--- src/rtl/sq_drain_unit_pkg.sv ---
// Shared types for the store-queue drain slice: CPU configuration, store queue
// entry layout and the drain state encoding.
package sq_drain_unit_pkg;

  typedef struct packed {
    int unsigned SQ_DEPTH;
  } cpu_config_t;

  localparam cpu_config_t EXAMPLE_CONFIG = '{SQ_DEPTH: 8};

  typedef struct packed {
    logic [31:0] addr;
    logic [3:0]  be;
    logic [2:0]  cache_op;
    logic [31:0] data;
    logic        fp;
    logic        is_double;
    logic [63:0] fp_data;
  } sq_entry_t;

  typedef enum logic [1:0] {
    DRAIN_IDLE     = 2'd0,
    DRAIN_DRAINING = 2'd1,
    DRAIN_DONE     = 2'd2
  } sq_drain_state_t;

endpackage

--- src/rtl/sq_drain_unit_request_buffer.sv ---
// Single-entry holding register between the store queue head and the memory
// write port; refills in the same cycle its current entry is accepted.
module sq_request_buffer
  import sq_drain_unit_pkg::*;
(
  input  logic      clk,
  input  logic      rst,
  input  logic      sq_valid,
  input  sq_entry_t sq_data_out,
  input  logic      accept,
  output logic      sq_pop,
  output logic      buf_valid,
  output sq_entry_t buf_data
);

  logic      buf_valid_reg;
  sq_entry_t buf_data_reg;

  assign sq_pop    = sq_valid & (~buf_valid_reg | accept);
  assign buf_valid = buf_valid_reg;
  assign buf_data  = buf_data_reg;

  always_ff @(posedge clk) begin
    if (rst) begin
      buf_valid_reg <= 1'b0;
    end else if (sq_pop) begin
      buf_valid_reg <= 1'b1;
    end else if (accept) begin
      buf_valid_reg <= 1'b0;
    end
  end

  // Payload needs no reset: it is only observed while buf_valid_reg is set.
  always_ff @(posedge clk) begin
    if (sq_pop) begin
      buf_data_reg <= sq_data_out;
    end
  end

endmodule

--- src/rtl/sq_drain_unit.sv ---
// Store queue consumer: issues released stores as memory writes, tracks
// unacknowledged writes, arbitrates against loads and reports fence drains.
module sq_drain_unit
  import sq_drain_unit_pkg::*;
#(
  parameter cpu_config_t CONFIG          = EXAMPLE_CONFIG,
  parameter int unsigned MAX_OUTSTANDING = 4,
  parameter int unsigned STARVE_LIMIT    = 8
) (
  input  logic      clk,
  input  logic      rst,
  input  logic      sq_valid,
  input  logic      sq_empty,
  input  sq_entry_t sq_data_out,
  output logic      sq_pop,
  input  logic      load_pending,
  output logic      mem_req_valid,
  input  logic      mem_req_ready,
  output sq_entry_t mem_req,
  input  logic      mem_wr_ack,
  input  logic      drain_request,
  output logic      drain_done
);

  localparam int OW = $clog2(MAX_OUTSTANDING + 1);
  localparam int SW = $clog2(STARVE_LIMIT + 1);
  localparam logic [OW-1:0] OUT_MAX    = OW'(MAX_OUTSTANDING);
  localparam logic [SW-1:0] STARVE_MAX = SW'(STARVE_LIMIT);

  logic            buf_valid;
  logic            accept;
  logic            starved;
  logic            headroom;
  logic            drain_active;
  logic [OW-1:0]   outstanding_reg, outstanding_next;
  logic [SW-1:0]   starve_cnt_reg, starve_cnt_next;
  sq_drain_state_t state_reg, state_next;

  sq_request_buffer u_req_buf (
    .clk         (clk),
    .rst         (rst),
    .sq_valid    (sq_valid),
    .sq_data_out (sq_data_out),
    .accept      (accept),
    .sq_pop      (sq_pop),
    .buf_valid   (buf_valid),
    .buf_data    (mem_req)
  );

  // An ack arriving this cycle frees a slot immediately, so a full window
  // does not cost an extra bubble.
  assign headroom      = (outstanding_reg < OUT_MAX) | mem_wr_ack;
  assign starved       = (starve_cnt_reg == STARVE_MAX);
  assign mem_req_valid = buf_valid & headroom & (~load_pending | starved | drain_active);
  assign accept        = mem_req_valid & mem_req_ready;

  always_comb begin
    outstanding_next = outstanding_reg;
    if (accept & ~mem_wr_ack) begin
      outstanding_next = outstanding_reg + OW'(1);
    end else if (~accept & mem_wr_ack) begin
      outstanding_next = outstanding_reg - OW'(1);
    end
  end

  always_comb begin
    starve_cnt_next = starve_cnt_reg;
    if (accept) begin
      starve_cnt_next = '0;
    end else if (buf_valid & load_pending & ~mem_req_valid & ~starved) begin
      starve_cnt_next = starve_cnt_reg + SW'(1);
    end
  end

  always_comb begin
    state_next   = state_reg;
    drain_active = (state_reg == DRAIN_DRAINING);
    drain_done   = (state_reg == DRAIN_DONE);
    unique case (state_reg)
      DRAIN_IDLE:     if (drain_request) state_next = DRAIN_DRAINING;
      DRAIN_DRAINING: if (sq_empty & ~buf_valid & (outstanding_reg == '0)) state_next = DRAIN_DONE;
      DRAIN_DONE:     if (~drain_request) state_next = DRAIN_IDLE;
      default:        state_next = DRAIN_IDLE;
    endcase
  end

  always_ff @(posedge clk) begin
    if (rst) begin
      outstanding_reg <= '0;
      starve_cnt_reg  <= '0;
      state_reg       <= DRAIN_IDLE;
    end else begin
      outstanding_reg <= outstanding_next;
      starve_cnt_reg  <= starve_cnt_next;
      state_reg       <= state_next;
    end
  end

  a_ack_without_write: assert property (@(posedge clk) disable iff (rst)
    mem_wr_ack |-> (outstanding_reg != '0));

  a_pop_without_valid: assert property (@(posedge clk) disable iff (rst)
    sq_pop |-> sq_valid);

  a_window_bounded: assert property (@(posedge clk) disable iff (rst)
    (outstanding_reg <= OUT_MAX) && (CONFIG.SQ_DEPTH != 0));

endmodule

--- config.mk ---
export PLATFORM = sky130hd
export DESIGN_NAME = sq_drain_unit
export DESIGN_NICKNAME = d
export VERILOG_FILES = /design/src/rtl/sq_drain_unit_pkg.sv /design/src/rtl/sq_drain_unit_request_buffer.sv /design/src/rtl/sq_drain_unit.sv
export SDC_FILE = /design/constraint.sdc
export NUM_CORES = 1
export LEC_CHECK = 0
export CAP_MARGIN = 30
export CORE_UTILIZATION = 30
export CTS_BUF_LIST = sky130_fd_sc_hd__clkbuf_16
export CTS_CLUSTER_DIAMETER = 200
export DETAILED_ROUTE_END_ITERATION = 8
export PLACE_DENSITY = 0.65
export REMOVE_ABC_BUFFERS = 1
export SLEW_MARGIN = 20
export SYNTH_ARGS = -nofsm -noshare
export SYNTH_HDL_FRONTEND = slang
export SYNTH_SLANG_ARGS = --single-unit
--- constraint.sdc ---
create_clock -name clk -period 21.9 [get_ports clk]
set_input_delay 4.38 -clock clk [delete_from_list [all_inputs] [get_ports clk]]
set_output_delay 4.38 -clock clk [all_outputs]
set_load 0.01 [all_outputs]
==> impl_metrics.ini, run 1 <==
[global_route]
antenna_found_initial = 0
grtUsageTotal = 0.1532
grt_max_degree = 70
grt_pass1_vias = 3109
grt_pass1_wl_um = 17900
grt_overflow = 0

[critical_path]
cp-start-kind = input port
crit_arrival_ns = 6.02
required_ns = 17.52
worst-setup-path-type = in -> out
end_kind = output port
cp_max_fo = 3

[timing]
fin_worst_skew_ns = 0.007172
rsz0062_at_grt = no
tightest_slew_ns = 0.8823
post-route-period-util = 0.4748
fmax_mhz = 96.16
finalHoldViolCount = 0
drv_slew = 0
max-slew-margin-rel = 0.4118
finalSetupViolCount = 0
setup_tns_ns = 0
period_needed_ns = 10.40

[clock_tree]
post-cts-setup-buffers = 0
clk_path_buf_depth = 2
cts_hold_buf = 0
clock_latency_ns = 0.41
clock_sinks = 147
clk_pin_slew_ns = 0.06
cts_tree = done
htree_levels = 4
ctsResizeCount = 0
cts_buffers = 17
cts-root-buf = clkbuf_16

[floorplan]
core_area_um2 = 15200
io_pins = 285
die-area_um2 = 16060
rows = 45
die_w_um = 126.7
start_util = 0.3071
die_height_um = 126.7

[finish]
syn_to_final_growth_pct = 78.56
largest_register_ff_count = 137
antenna-diode-count = 0
fin_area_um2 = 8335
final_nets = 651
final_common_cell = clkdlybuf4s50_1
drive_above_1_share = 0.06602
final_cells = 703
fillers = 1219
final_cell_mix = clkdlybuf4s50_1 (284), edfxtp_1 (137), clkbuf_16 (17)

[placed_design]
place_area_um2 = 7769
dp.cells = 671
place_congestion = 0.7328
place.port_buffers = 284
place_hpwl_um = 9050

[pwr]
power.leakage_nw = 2.931
vdd_drop_max_mv = 0.04388
pwr_density_cell_nw_per_um2 = 84.10

[synthesis]
synth_area_per_cell_um2 = 23.58
netlist_instances = 198
synth_seq_cells = 147
syn_area_um2 = 4668
yosysSeqAreaShare = 0.9241
ys_warn_count = 0
yosys.cell_types.count = 29

[run]
drv_cap = 0

[run_status]
status = complete, no violations

[routing]
wl_per_cell_um = 17.51
post-route-drc-count = 0
firstDrtPassIters = 4
drtIter0Drc = 174
final_antenna_net_count = 0
vias = 2981
drt-total-wl_um = 12310
avgViaCountPerCell = 4.240

[hold_path]
min_path_type = reg -> reg
## layout make-up
cell class / count / area (um^2) / share of cell area
Clock buffer: 17 / 425.4 / 0.05104
Clock inverter: 15 / 141.4 / 0.01696
Inverter: 7 / 26.28 / 0.003152
Multi-Input combinational cell: 43 / 335.3 / 0.04023
Sequential cell: 147 / 4314 / 0.5176
Tap cell: 188 / 235.2 / 0.02822
Timing Repair Buffer: 286 / 2858 / 0.3428
## where the power goes
group	internal [W]	switching, W
sequential	0.000331	0.00000661
clock	0.000166	0.000112
combinational	0.0000531	0.0000322
total	0.000550	0.000151
## per-layer routing
layer | track usage | share of wire
met2 | 0.2746 | 0.54
met4 | 0.07353 | 0.019
met5 | 0 | 0
met3 | 0.04766 | 0.070
met1 | 0.1644 | 0.37
## path summary, 6_finish.rpt
check,from,end,slack (ns),cells after the start
min reg2reg,state_reg[1]$_SDFFE_PP0P_,state_reg[0]$_SDFFE_PP0P_,0.46,1
max reg2reg,starve_cnt_reg[0]$_SDFFE_PP0P_,u_req_buf.buf_data[82]$_DFFE_PP_,18.54,8
max,mem_wr_ack,sq_pop,11.50,6
min,state_reg[1]$_SDFFE_PP0P_,state_reg[0]$_SDFFE_PP0P_,0.46,1
## metrics by stage
stage | util | setup WS [ns] | hold WS [ns] | total power, W
2_1_floorplan | - | 2.757 | 0.4179 | 0.0003728
3_3_place_gp | 0.5110 | 11.50 | 0.4297 | 0.0004274
3_5_place_dp | 0.5110 | 11.48 | 0.4462 | 0.0004295
4_1_cts | 0.5483 | 11.47 | 0.4537 | 0.0007099
5_1_grt | 0.5483 | 11.36 | 0.4856 | 0.0007273
6_report | 0.5483 | 11.50 | 0.4599 | 0.0007010
## worst max-delay path, cell delays in order
cell and delay [ns]:
clkdlybuf4s50_1 0.47, inv_1 0.05, nand2_1 0.10, nand4_1 0.21, a21boi_4 0.24, clkdlybuf4s50_1 0.56
## kinds of logic after synthesis
logic type	after synthesis	synth area share
buffers and inverters	8	0.006433
AND/OR/NAND/NOR	23	0.02841
multiplexers	2	0.004289
adder cells (fa/ha/maj)	4	0.01233
flip-flops	147	0.9241
XOR/XNOR	3	0.005630
AO/OA/AOI/OAI	11	0.01876
## synth_stat cells
library cell  number  share of area
edfxtp_1         137           0.88
dfxtp_1           10          0.043
inv_1              7         0.0056
nor2_1             5         0.0040
a21oi_1            4         0.0043
ha_1               3         0.0080
o21ai_0            3         0.0032
mux2i_1            2         0.0043
nand2_1            2         0.0016
nand2b_1           2         0.0027
nand3_1            2         0.0021
nor2b_1            2         0.0027
or3_1              2         0.0027
xor2_1             2         0.0038
a21boi_0           1         0.0016
a22o_1             1         0.0019
a41o_1             1         0.0021
and2b_2            1         0.0019
and3_1             1         0.0013
clkbuf_1           1        0.00080
fa_1               1         0.0043
nand3b_1           1         0.0016
nand4_1            1         0.0013
nand4bb_1          1         0.0024
nor3_1             1         0.0011
nor4_1             1         0.0013
o2111ai_4          1         0.0056
or3_2              1         0.0016
xnor2_1            1         0.0019
Note: power is estimated with default switching activity, not from simulation.
==> inputs of run 2 (changes only) <==
--- a/config.mk
+++ b/config.mk
@@ -10,7 +10,7 @@
 export CTS_BUF_LIST = sky130_fd_sc_hd__clkbuf_16
 export CTS_CLUSTER_DIAMETER = 200
 export DETAILED_ROUTE_END_ITERATION = 8
-export PLACE_DENSITY = 0.65
+export PLACE_DENSITY = 0.68
 export REMOVE_ABC_BUFFERS = 1
 export SLEW_MARGIN = 20
 export SYNTH_ARGS = -nofsm -noshare
==> constraint.sdc (replaced) <==
create_clock -name clk -period 9.1 [get_ports clk]
set_input_delay 1.82 -clock clk [delete_from_list [all_inputs] [get_ports clk]]
set_output_delay 1.82 -clock clk [all_outputs]
set_load 0.01 [all_outputs]
==> run 2 against run 1 <==
Net effect: global-route usage hardly changed; final area is 0.81% higher; non-clock buffer count is 1 higher; critical path type unchanged; highest routed layer is now met5.
==> impl_metrics.ini, run 2 (synthesis gave the netlist of run 1 again) <==
[global_route]
grt_overflow = 0
antenna_found_initial = 1
grt_max_degree = 79
grt_pass1_vias = 3123
grtUsageTotal = 0.1532
grt_pass1_wl_um = 17750

[timing]
fin_worst_skew_ns = 0.007046
drv_slew = 0
rsz0062_at_grt = no
finalSetupViolCount = 0
max-slew-margin-rel = 0.4697
setup_ws_ns = 3.724
period_needed_ns = 5.376
post-route-period-util = 0.5908
finalHoldViolCount = 0
fmax_mhz = 186.0
tightest_slew_ns = 0.7954
setup_tns_ns = 0

[pwr]
power.leakage_nw = 2.967
pwr_density_cell_nw_per_um2 = 206.3
vdd_drop_max_mv = 0.1184
power_w = 0.001733

[finish]
final_common_cell = clkdlybuf4s50_1
drive_above_1_share = 0.07379
final_nets = 652
final_cells = 703
antenna-diode-count = 0
post-route-util = 0.5528
syn_to_final_growth_pct = 80.01
final_cell_mix = clkdlybuf4s50_1 (284), edfxtp_1 (137), clkbuf_16 (17)
largest_register_ff_count = 137

[routing]
final_antenna_net_count = 0
firstDrtPassIters = 4
post-route-drc-count = 0
drt-total-wl_um = 12220
vias = 3032
drtIter0Drc = 212
wl_per_cell_um = 17.38
avgViaCountPerCell = 4.313

[floorplan]
die_w_um = 126.7
io_pins = 285
rows = 45
die_height_um = 126.7
start_util = 0.3071
die-area_um2 = 16060
core_area_um2 = 15200

[clock_tree]
cts-root-buf = clkbuf_16
cts_tree = done
clk_path_buf_depth = 2
cts_hold_buf = 0
ctsResizeCount = 0
clk_pin_slew_ns = 0.06
post-cts-setup-buffers = 0
clock_sinks = 147
cts_buffers = 17
clock_latency_ns = 0.41
htree_levels = 4

[critical_path]
cp_cell_sequence = clkdlybuf4s50_1, inv_1, nand2_1, nand4_1, a21boi_4, clkdlybuf4s50_1
worst-setup-path-type = in -> out
crit_arrival_ns = 3.56
cp_max_fo = 3
path_buf_inv = 3
crit_family = buffers and inverters
cp-start-kind = input port
end_kind = output port
timing.critical_path.mode_cell = clkdlybuf4s50_1
required_ns = 7.28
cp_slowest_stage_delay_ns = 0.63
cp_slowest_cell = clkdlybuf4s50_1

[placed_design]
place.port_buffers = 284
dp.cells = 671
place_hpwl_um = 9066
post-place-ws_ns = 3.704
place_congestion = 0.7699

[run]
drv_cap = 0

[run_status]
status = complete, no violations

[hold_path]
min_path_type = reg -> reg
[run 2: cell types whose count changed in the layout (fill, tap and decap cells not counted)]
cell | previous run | this run
clkinv_4 | 1 | 4
clkinv_1 | 3 | 0
inv_1 | 8 | 7
clkinvlp_4 | 4 | 2
buf_16 | 0 | 1
inv_6 | 2 | 1
inv_8 | 0 | 2
bufinv_16 | 2 | 3
[run 2: worst register-to-register path: cells and delay by family, from the launching register on]
| family | cells | cell delay [ns] |
|---|---|---|
| buffers and inverters | 4 | 1.50 |
| AND/OR/NAND/NOR | 3 | 0.54 |
| flip-flops | 1 | 0.33 |
| AO/OA/AOI/OAI | 1 | 0.26 |
| adder cells (fa/ha/maj) | 1 | 0.17 |
[run 2: worst paths after layout]
| kind | start | slack, ns | depth (start not counted) | endpoint |
|---|---|---|---|---|
| hold / removal | state_reg[1]$_SDFFE_PP0P_ | 0.46 | 1 | state_reg[0]$_SDFFE_PP0P_ |
| setup reg to reg | starve_cnt_reg[0]$_SDFFE_PP0P_ | 5.96 | 9 | u_req_buf.buf_data[33]$_DFFE_PP_ |
| setup / recovery | mem_wr_ack | 3.72 | 6 | sq_pop |
| hold reg to reg | state_reg[1]$_SDFFE_PP0P_ | 0.46 | 1 | state_reg[0]$_SDFFE_PP0P_ |
[run 2: metal layers]
metal  vias to the layer above  GRT usage  wire length, um
met5                         -          0               13
met4                         2    0.08613              351
met3                        26    0.05146              785
met2                       151     0.2668             6474
met1                      1464     0.1635             4595
li1                       1389          -                -
[run 2: area by class of cell]
type	instances	area (um^2)
sequential	147	4314
multi-input combinational	43	335.3
fill	1190	6799
clock inverter	14	181.4
inverter	7	26.28
timing repair buffer	287	2885
clock buffer	17	425.4
tap	188	235.2
[run 2: report_power, final]
part / switching (W) / internal, W
logic: 0.0000787 / 0.000130
registers: 0.0000155 / 0.000795
clock network: 0.000280 / 0.000434
total: 0.000374 / 0.00136
[run 2: through the flow]
stage,hold slack (ns),area [um^2]
2_1_floorplan,0.4179,4664
3_3_place_gp,0.4289,7769
3_5_place_dp,0.4450,7769
4_1_cts,0.4568,8376
5_1_grt,0.4958,8403
6_report,0.4589,8403
